### src/rtl/ula_ctrl.sv
// ula_ctrl: request/response sequencer for the 3-bit-op ALU.
//   Decodes MIPS opcode/funct into an ALU op. It drives the ALU from registers,
//   then captures the ALU result and zero flag and returns them on a response
//   channel. Only one transaction is in flight at a time.
// Ports:
//   clk, rst_n                   clock, async active-low reset
//   req_valid/req_ready          request handshake (ready only in IDLE)
//   req_opcode, req_funct        MIPS primary opcode / funct (funct used when opcode==0)
//   req_a, req_b                 operands (immediates pre-extended by requester)
//   alu_op, alu_a, alu_b         registered ALU drive
//   alu_resultado, alu_zero      combinational ALU return
//   resp_valid/resp_ready        response handshake
//   resp_resultado, resp_zero    captured ALU result / zero flag
//   resp_illegal                 request failed to decode
// Optional feature: define ULA_CTRL_STATS_EN to add the stat_ops / stat_illegal counters.
module ula_ctrl #(
  parameter int unsigned WIDTH = 32
) (
  input  logic             clk,
  input  logic             rst_n,
  input  logic             req_valid,
  output logic             req_ready,
  input  logic [5:0]       req_opcode,
  input  logic [5:0]       req_funct,
  input  logic [WIDTH-1:0] req_a,
  input  logic [WIDTH-1:0] req_b,
  output logic [2:0]       alu_op,
  output logic [WIDTH-1:0] alu_a,
  output logic [WIDTH-1:0] alu_b,
  input  logic [WIDTH-1:0] alu_resultado,
  input  logic             alu_zero,
  output logic             resp_valid,
  input  logic             resp_ready,
  output logic [WIDTH-1:0] resp_resultado,
  output logic             resp_zero,
  output logic             resp_illegal
`ifdef ULA_CTRL_STATS_EN
  ,
  output logic [31:0]      stat_ops,
  output logic [15:0]      stat_illegal
`endif
);

  localparam int unsigned OP_W = 3;

  typedef enum logic [1:0] {
    S_IDLE = 2'd0,
    S_EXEC = 2'd1,
    S_RESP = 2'd2
  } state_t;

  state_t          state_q;
  logic [OP_W-1:0] dec_op_c;
  logic            dec_legal_c;

  // Opcode/funct to ALU op decode
  always_comb begin
    dec_op_c    = '0;
    dec_legal_c = 1'b1;
    if (req_opcode == 6'h00) begin
      case (req_funct)
        6'h20:   dec_op_c = OP_W'(0);
        6'h22:   dec_op_c = OP_W'(1);
        6'h24:   dec_op_c = OP_W'(2);
        6'h25:   dec_op_c = OP_W'(3);
        6'h26:   dec_op_c = OP_W'(4);
        6'h18:   dec_op_c = OP_W'(5);
        6'h04:   dec_op_c = OP_W'(6);
        6'h06:   dec_op_c = OP_W'(7);
        default: dec_legal_c = 1'b0;
      endcase
    end else begin
      case (req_opcode)
        6'h08:   dec_op_c = OP_W'(0);
        6'h04:   dec_op_c = OP_W'(1);
        6'h0C:   dec_op_c = OP_W'(2);
        6'h0D:   dec_op_c = OP_W'(3);
        6'h0E:   dec_op_c = OP_W'(4);
        default: dec_legal_c = 1'b0;
      endcase
    end
  end

  // Sequencer: state plus all registered outputs.
  // req_ready is a flop that mirrors (state_q == S_IDLE).
  always_ff @(posedge clk or negedge rst_n) begin
    if (!rst_n) begin
      state_q        <= S_IDLE;
      req_ready      <= 1'b1;
      alu_op         <= '0;
      alu_a          <= '0;
      alu_b          <= '0;
      resp_valid     <= 1'b0;
      resp_resultado <= '0;
      resp_zero      <= 1'b0;
      resp_illegal   <= 1'b0;
`ifdef ULA_CTRL_STATS_EN
      stat_ops       <= '0;
      stat_illegal   <= '0;
`endif
    end else begin
      case (state_q)
        S_IDLE: begin
          if (req_valid && req_ready) begin
            req_ready <= 1'b0;
            if (dec_legal_c) begin
              alu_op  <= dec_op_c;
              alu_a   <= req_a;
              alu_b   <= req_b;
              state_q <= S_EXEC;
            end else begin
              // Illegal requests skip the ALU; its registers keep their last values.
              resp_illegal   <= 1'b1;
              resp_resultado <= '0;
              resp_zero      <= 1'b0;
              resp_valid     <= 1'b1;
              state_q        <= S_RESP;
            end
          end
        end
        S_EXEC: begin
          resp_resultado <= alu_resultado;
          resp_zero      <= alu_zero;
          resp_illegal   <= 1'b0;
          resp_valid     <= 1'b1;
          state_q        <= S_RESP;
        end
        S_RESP: begin
          if (resp_valid && resp_ready) begin
            resp_valid <= 1'b0;
            req_ready  <= 1'b1;
            state_q    <= S_IDLE;
`ifdef ULA_CTRL_STATS_EN
            if (resp_illegal) stat_illegal <= stat_illegal + 16'd1;
            else              stat_ops     <= stat_ops + 32'd1;
`endif
          end
        end
        default: begin
          state_q    <= S_IDLE;
          req_ready  <= 1'b1;
          resp_valid <= 1'b0;
        end
      endcase
    end
  end

endmodule
### config.mk
export PLATFORM = sky130hd
export DESIGN_NAME = ula_ctrl
export DESIGN_NICKNAME = d
export VERILOG_FILES = /design/src/rtl/ula_ctrl.sv
export SDC_FILE = /design/constraint.sdc
export NUM_CORES = 1
export LEC_CHECK = 0
export BUFFER_PORTS_ARGS = -buffer_cell sky130_fd_sc_hd__buf_2
export CAP_MARGIN = 20
export CORE_ASPECT_RATIO = 0.6
export CORE_MARGIN = 3
export CORE_UTILIZATION = 49
export CTS_CLUSTER_DIAMETER = 50
export DETAILED_ROUTE_END_ITERATION = 16
export PLACE_DENSITY_LB_ADDON = 0.15
export REMOVE_ABC_BUFFERS = 1
export SLEW_MARGIN = 20
export SYNTH_ARGS = -nofsm -noshare
export SYNTH_HDL_FRONTEND = slang
export SYNTH_SLANG_ARGS = --single-unit
### constraint.sdc
create_clock -name clk -period 4.3 [get_ports clk]
set_clock_uncertainty 0.2 [all_clocks]
set_input_delay 0.645 -clock clk [delete_from_list [all_inputs] [get_ports clk]]
set_output_delay 0.645 -clock clk [all_outputs]
set_load 0.05 [all_outputs]
Yosys cells after proc, flatten, opt, wreduce, memory -nomap -nowiden
Cells that the tools add are included.

Output and inout bits: 103. Input port bits: 113. Logic and storage cells: 64. Bits in registers: 105.

Eq/ne operators: 18. Bitwise logic cells: 1. Reduce and logical (&&, ||, !) cells: 12. Multiplexer cells: 24.

Operators by type and width (number): 32-bit 2-to-1 mux (2); 32-bit one-hot mux with 2 select lines (1); 6-bit == test, second input constant (5); 6-bit by 4-bit == test with 1-bit output, second input constant (4); 3-bit one-hot mux with 7 select lines (1); 6-bit by 3-bit == test with 1-bit output, second input constant (3); 3-bit one-hot mux with 4 select lines (1); 3-bit AND reduction (4); 1-bit 2-to-1 mux (10); 8-bit OR reduction (1); 6-bit by 5-bit == test with 1-bit output, second input constant (1); 6-bit zero test (1); 2-bit 2-to-1 mux (3); 2-bit inequality test, second input constant (3); 1-bit one-hot mux with 3 select lines (2); 2-bit one-hot mux with 3 select lines (1); 5-bit OR reduction (1); 1-bit one-hot mux with 2 select lines (2); 3-bit 2-to-1 mux (1); 2-bit by 1-bit == test with 1-bit output, second input constant (1); 2-bit == test, second input constant (1); 1-bit logical AND (2); 2-bit zero test (1); 2-bit AND reduction (1); other kinds (2) (2).

Depth between registers and ports, before layout
Gate-level depths: netlist of run 1.

Depth in word-level cells: 7. Mapped depth: 7. Depth with buffers taken out: 5.

Least setup slack after synthesis of run 1
Ideal clock, no wire load.

Kind: input to register. From: input port req_opcode[5]. To: register alu_a[28]. Library setup time: 0.128 ns. Data required time: 3.972 ns. Arrival time: 2.167 ns. Path slack: 1.806 ns. Path buffers: 2. Stages: 7. Cell sequence: or3_4 nand2b_4 o311a_4 nand2_4 buf_6 buf_8 mux2_1.

Word-level cells in the longest chain between the ends: 5.

RTL lines: from (decl) (line 23) `input logic [5:0] req_opcode,`; 6-bit by 4-bit == test with 1-bit output or 6-bit by 3-bit == test with 1-bit output (tied branches) (line 73) `case (req_opcode)`; 5-bit OR reduction (no source line); 1-bit 2-to-1 mux (line 73); 1-bit 2-to-1 mux * (line 60) `if (req_opcode == 6'h00) begin`; 3-bit AND reduction (no source line) *; to (signal assigned) (line 108) `alu_a <= req_a;`; to (decl) (line 28) `output logic [WIDTH-1:0] alu_a,`.

Every way passes the cells marked *; elsewhere a longest branch is shown, timed or not. A chain may end at the register's enable or synchronous reset.

Worst setup path after layout of run 1
From: input port req_opcode[5]. To: register alu_a[9].

Same word-level chain as after synthesis.

==> results of run 1 <==
cells in the mapped netlist (2+ instances only):
cell type	count	area share [%]
a21oi_1	5	0.59
buf_4	4	0.71
buf_8	2	0.71
clkbuf_1	8	0.71
clkbuf_2	2	0.24
dfrtp_1	104	61
inv_1	2	0.18
mux2_1	19	5.0
mux2_2	48	13
nand2_1	69	6.1
nand2b_1	3	0.44
nand3b_1	2	0.35
nor2_1	6	0.53
o21ai_0	37	4.4
kinds of logic after synthesis:
group,after synthesis
flops,105
simple gates,93
mux,67
compound gates,51
buf+inv,20
xor+xnor,1
per-layer routing:
| metal | up-vias | part of all wire (%) | global-route usage, % |
|---|---|---|---|
| met5 | - | 0 | 0 |
| met4 | 0 | 1.1 | 5.57 |
| met3 | 12 | 9.3 | 7.82 |
| met2 | 132 | 49 | 36.9 |
| met1 | 1621 | 41 | 28.7 |
| li1 | 1580 | - | - |
cell type report:
type | instances | area share (%)
clock buffer | 12 | 4.51
clock inverter | 4 | 0.902
inverter | 2 | 0.132
multi-input combinational | 212 | 26.2
sequential | 105 | 46.2
tap | 108 | 2.38
timing repair buffer | 220 | 19.6
flip-flops by register name (all words and copies together) (netlist names):
signal,flops
alu_a,32
alu_b,32
alu_op,3
req_ready,1
resp_illegal,1
resp_resultado,32
resp_valid,1
resp_zero,1
state_q,2
power breakdown:
| part | total [mW] | internal (mW) | switching (mW) | leakage [nW] |
|---|---|---|---|---|
| logic | 0.0891 | 0.0440 | 0.0451 | 1.78 |
| registers | 0.987 | 0.987 | 0 | 1.29 |
| clock network | 0.825 | 0.483 | 0.342 | 0.149 |
worst max-delay path: cells and delay by family:
kind	cells	cell delay (ns)
AOI/OAI and AO/OA	1	0.34
buffers and inverters	1	0.11
muxes	1	0.42
and+or+nand+nor	3	1.17
worst min-delay path by stage:
stage / depth (start not counted) / startpoint / endpoint
global placement: 2 / req_ready / req_ready
global route: 1 / rst_n / resp_resultado[0]
detailed placement: 1 / alu_b[9] / alu_b[9]
finish: 1 / rst_n / resp_resultado[0]
CTS: 1 / rst_n / resp_resultado[0]
floorplan: 0 / rst_n / alu_a[0]
cell usage in the layout (no fill, tap or decap), types with 2 or more instances in the layout:
| cell | Yosys | layout |
|---|---|---|
| dfrtp_1 | 104 | 104 |
| nand3b_1 | 2 | 2 |
| a21oi_1 | 5 | 5 |
| clkbuf_8 | 0 | 2 |
| buf_4 | 4 | 6 |
| buf_2 | 1 | 214 |
| o21ai_0 | 37 | 37 |
| nor2_1 | 6 | 6 |
| nand2_1 | 69 | 69 |
| inv_1 | 2 | 2 |
| nand2b_1 | 3 | 3 |
| mux2_1 | 19 | 19 |
| clkbuf_16 | 0 | 9 |
| mux2_2 | 48 | 48 |
==> results.sh, run 1 <==
export IMPL_fp_row_count=25
export IMPL_finalHoldViolations=0
export IMPL_clock_fmax_mhz=364
export IMPL_hpwlAfterDp_um=8210
export IMPL_rsz0062_at_grt="no"
export IMPL_slowest_delay_ns=0.63
export IMPL_nNetsFinal=663
export IMPL_port_buffers=215
export IMPL_post_cts_buffers=0
export IMPL_cts_tree="yes"
export IMPL_cts_root_buf="clkbuf_16"
export IMPL_core_um2=8130
export IMPL_layout_min_cycle_time_ns=2.75
export IMPL_start_util_pct=52.1
export IMPL_synth_xor_area_share_pct=0.207
export IMPL_peakVddDrop_v=0.000222
export IMPL_drt_initial_drc_count=164
export IMPL_tightest_slew_ns=0.906
export IMPL_synth_top_family_by_area="multiplexers"
export IMPL_grt_overflow_total=0
export IMPL_muxShareOfSynthArea_pct=17.8
export IMPL_worstSetupStartpointType="input pin"
export IMPL_ctsResizeCount=0
export IMPL_crit_type="in2reg"
export IMPL_place_area_um2=5380
export IMPL_relSlewSlack_pct=39.6
export IMPL_drc=0
export IMPL_dieArea_um2=9840
export IMPL_ctsHoldBuffers=0
export IMPL_antennaDiodeCount=0
export IMPL_cp_arrival_ns=2.77
export IMPL_synth_avg_cell_area_um2=12.6
export IMPL_ys_ff_latch=105
export IMPL_grt_pass1_vias=3439
export IMPL_vias=3345
export IMPL_multi_input_comb_area_um2=1490
export IMPL_area_growth_pct=34.1
export IMPL_p_leak_nw=3.22
export IMPL_gp_congestion=0.779
export IMPL_totalWireLength_um=10900
export IMPL_dr_pass1_iters=4
export IMPL_startpoint="req_opcode[5]"
export IMPL_worstHoldPathType="in2async"
export IMPL_fin_hold_ws_ns=0.0891
export IMPL_dp_slack_ns=1.20
export IMPL_final_cells=663
export IMPL_max_cap_violations=0
export IMPL_setup_violations=0
export IMPL_r2r_cells=4
export IMPL_htreeDepth=3
export IMPL_wl_per_cell_um=16.4
export IMPL_crit_slowest_cell="nand2_4"
export IMPL_p_total_mw=1.90
export IMPL_synth_ff_type="dfrtp_1"
export IMPL_die_w_um=126
export IMPL_grt_start_max_net_pins=69
export IMPL_gr_usage_all_layers_pct=22.3
export IMPL_clock_latency_ns=0.33
export IMPL_synth_edf_count=0
export IMPL_timing_rr_end="alu_b[3]"
export IMPL_rrSetupSlack_ns=2.02
export IMPL_grt_pass1_wl_um=17500
export IMPL_via_per_inst=5.05
export IMPL_yosys_cell_types_count=40
export IMPL_synth_simple_area_share_pct=10.1
export IMPL_crit_fanout=68
export IMPL_ant_nets=0
export IMPL_cp_cell_sequence="buf_2 > or3_4 > nand2b_4 > o311a_4 > nand2_4 > mux2_2"
export IMPL_postLayoutCellArea_um2=5680
export IMPL_synthAdderAreaFrac_pct=0
export IMPL_ys_warn_count=0
export IMPL_clkTransAtPathRegs_ns=0.07
export IMPL_worst_slack_ns=1.55
export IMPL_cts_buffer_depth=2
export IMPL_seq_area_frac_synth_pct=62.0
export IMPL_numCtsBuffers=9
export IMPL_crit_required_ns=4.32
export IMPL_die_height_um=78.0
export IMPL_status="finished clean"
export IMPL_worstSetupEndpointType="flop"
export IMPL_final_core_util_pct=69.9
export IMPL_cts_sinks=105
export IMPL_reg2reg_from="req_ready"
export IMPL_n_fill_cell=633
export IMPL_powerDensity_nw_per_um2=334
export IMPL_dp_cells=647
export IMPL_syn_inst=337
export IMPL_synth_compound_area_share_pct=6.97
export IMPL_crit_path_end="alu_a[9]"
export IMPL_tns_ns=0
export IMPL_layout_drive_gt1_share_pct=52.8
export IMPL_seqCellArea_um2=2630
export IMPL_slew_violations=0
export IMPL_antenna_found_initial=0
export IMPL_io_pins=216
export IMPL_synth_area_um2=4240
export IMPL_synthArstFlopShare_pct=100
export IMPL_period_share_pct=63.9
(Power assumes the default switching activity.)
==> run 2, diff against run 1 <==
--- a/config.mk
+++ b/config.mk
@@ -5,11 +5,12 @@
 export SDC_FILE = /design/constraint.sdc
 export NUM_CORES = 1
 export LEC_CHECK = 0
+export ABC_AREA = 1
 export BUFFER_PORTS_ARGS = -buffer_cell sky130_fd_sc_hd__buf_2
 export CAP_MARGIN = 20
 export CORE_ASPECT_RATIO = 0.6
 export CORE_MARGIN = 3
-export CORE_UTILIZATION = 49
+export CORE_UTILIZATION = 45
 export CTS_CLUSTER_DIAMETER = 50
 export DETAILED_ROUTE_END_ITERATION = 16
 export PLACE_DENSITY_LB_ADDON = 0.15
==> constraint.sdc (replaced) <==
create_clock -name clk -period 2.85 [get_ports clk]
set_clock_uncertainty 0.2 [all_clocks]
set_input_delay 0.4275 -clock clk [delete_from_list [all_inputs] [get_ports clk]]
set_output_delay 0.4275 -clock clk [all_outputs]
set_load 0.05 [all_outputs]
==> results.sh, run 2 <==
export IMPL_relSlewSlack_pct=54.6
export IMPL_die_w_um=131
export IMPL_powerDensity_nw_per_um2=1120
export IMPL_dieArea_um2=10600
export IMPL_synthArstFlopShare_pct=100
export IMPL_synth_avg_cell_area_um2=8.46
export IMPL_grt_overflow_total=0
export IMPL_seqCellArea_um2=2630
export IMPL_cts_sinks=105
export IMPL_min_path_cells=3
export IMPL_cts_buffer_depth=2
export IMPL_period_share_pct=72.1
export IMPL_final_core_util_pct=64.7
export IMPL_top_regs="alu_a x32, alu_b x32, resp_resultado x32"
export IMPL_ant_nets=0
export IMPL_synth_ff_type="dfrtp_1"
export IMPL_layout_drive_gt1_share_pct=34.2
export IMPL_worstHoldPathType="in2reg"
export IMPL_antennaDiodeCount=0
export IMPL_ys_warn_count=0
export IMPL_multi_input_comb_area_um2=1400
export IMPL_finalHoldViolations=0
export IMPL_grt_start_max_net_pins=71
export IMPL_hp_start="req_a[27]"
export IMPL_yosysMostFrequentCell="nand2_1"
export IMPL_synth_largest_area_cell="dfrtp_1"
export IMPL_layout_min_cycle_time_ns=2.06
export IMPL_drc=0
export IMPL_crit_type="in2reg"
export IMPL_final_cells=842
export IMPL_cp_arrival_ns=2.05
export IMPL_timing_rr_end="alu_b[31]"
export IMPL_nNetsFinal=824
export IMPL_die_height_um=81.0
export IMPL_via_per_inst=4.62
export IMPL_p_leak_nw=3.55
export IMPL_hpwlAfterDp_um=8100
export IMPL_worstSetupStartpointType="input pin"
export IMPL_grt_pass1_wl_um=17500
export IMPL_cts_tree="yes"
export IMPL_gp_congestion=0.999
export IMPL_synth_top_area_share_pct=61.7
export IMPL_io_pins=216
export IMPL_synth_area_um2=4220
export IMPL_yosys_cell_types_count=22
export IMPL_crit_required_ns=2.84
export IMPL_grt_pass1_vias=3689
export IMPL_crit_fanout=70
export IMPL_syn_inst=499
export IMPL_setup_violations=0
export IMPL_cts_root_buf="clkbuf_16"
export IMPL_core_um2=8820
export IMPL_final_cell_mix="312 x nand2_1, 214 x buf_2, 104 x dfrtp_1"
export IMPL_drt_initial_drc_count=184
export IMPL_max_cap_violations=0
export IMPL_r2r_cells=7
export IMPL_tns_ns=0
export IMPL_synth_common_cells="312 x nand2_1, 104 x dfrtp_1, 16 x nor2_1"
export IMPL_ctsResizeCount=0
export IMPL_final_common_cell="nand2_1"
export IMPL_totalWireLength_um=11100
export IMPL_postLayoutCellArea_um2=5700
export IMPL_clock_fmax_mhz=486
export IMPL_clkTransAtPathRegs_ns=0.08
export IMPL_status="finished clean"
export IMPL_dr_pass1_iters=4
export IMPL_gr_usage_all_layers_pct=21.0
export IMPL_place_area_um2=5380
export IMPL_tightest_slew_ns=0.681
export IMPL_clock_latency_ns=0.33
export IMPL_port_buffers=215
export IMPL_post_cts_buffers=0
export IMPL_slew_violations=0
export IMPL_antenna_found_initial=0
export IMPL_vias=3886
export IMPL_rsz0062_at_grt="no"
export IMPL_peakVddDrop_v=0.000685
export IMPL_start_util_pct=47.9
export IMPL_reg2reg_from="req_ready"
export IMPL_htreeDepth=3
export IMPL_numCtsBuffers=9
export IMPL_fin_hold_ws_ns=0.0703
export IMPL_rrSetupSlack_ns=0.81
export IMPL_wl_per_cell_um=13.2
export IMPL_yosys_top_cells_area="dfrtp_1 62%, nand2_1 28%, buf_6 1.6%"
export IMPL_n_fill_cell=794
export IMPL_ys_ff_latch=105
export IMPL_hold_end="alu_a[27]"
export IMPL_dp_cells=824
export IMPL_ctsHoldBuffers=1
export IMPL_worstSetupEndpointType="flop"
export IMPL_fp_row_count=26
export IMPL_synth_edf_count=0
export IMPL_area_growth_pct=35.1
export IMPL_seq_area_frac_synth_pct=62.3
## run 2: logic make-up (layout without fill, tap and decap cells)
logic type | count (synthesis) | in the layout | share of synthesized area [%]
flops | 105 | 105 | 62.3
simple gates | 347 | 347 | 31.8
compound gates | 11 | 11 | 1.36
buf+inv | 36 | 253 | 4.51
## run 2: metal layers
layer / global-route usage [%] / up-vias / share of wire (%) / routed length (um)
met4: 5.34 / 0 / 0.84 / 93
li1: - / 1929 / - / -
met2: 34.3 / 136 / 49 / 5450
met3: 6.83 / 7 / 7.9 / 881
met5: 0 / - / 0 / 0
met1: 27.5 / 1814 / 42 / 4710
## run 2: critical path, cell delays in order
cell     delay [ns]
buf_2          0.11
nor2_1         0.19
nand4_1        0.20
nor2_1         0.18
nand2_2        0.10
nand3_2        0.09
buf_4          0.55
o21ai_0        0.20
## run 2: worst max path at each step
stage / startpoint / to / slack [ns]
global route: req_opcode[5] / alu_op[1] / 0.53
CTS: req_ready / alu_a[4] / 0.49
detailed placement: req_funct[4] / alu_b[31] / 0.36
finish: req_opcode[5] / alu_op[0] / 0.79
floorplan: req_ready / alu_a[0] / -0.26
global placement: req_funct[4] / alu_a[25] / 0.47
## run 2: cell type report
class                           instances  share of cell area [%]
Sequential cell                       105                    46.1
Inverter                               15                   0.988
Multi-Input combinational cell        358                    24.6
Clock buffer                           10                    4.19
Tap cell                              126                    2.77
Clock inverter                          6                   0.988
Timing Repair Buffer                  222                    20.3
## run 2: through the flow
step,worst slack (ns),power [mW]
6_report,0.794,6.38
5_1_grt,0.529,6.72
4_1_cts,0.485,6.44
3_5_place_dp,0.364,5.20
3_3_place_gp,0.469,5.16
2_1_floorplan,-0.255,4.38
## run 2: power breakdown
part | internal, mW | total [mW] | switching, mW
Sequential | 1.97 | 2.24 | 0.271
Combinational | 0.616 | 2.92 | 2.31
Clock | 0.639 | 1.22 | 0.578
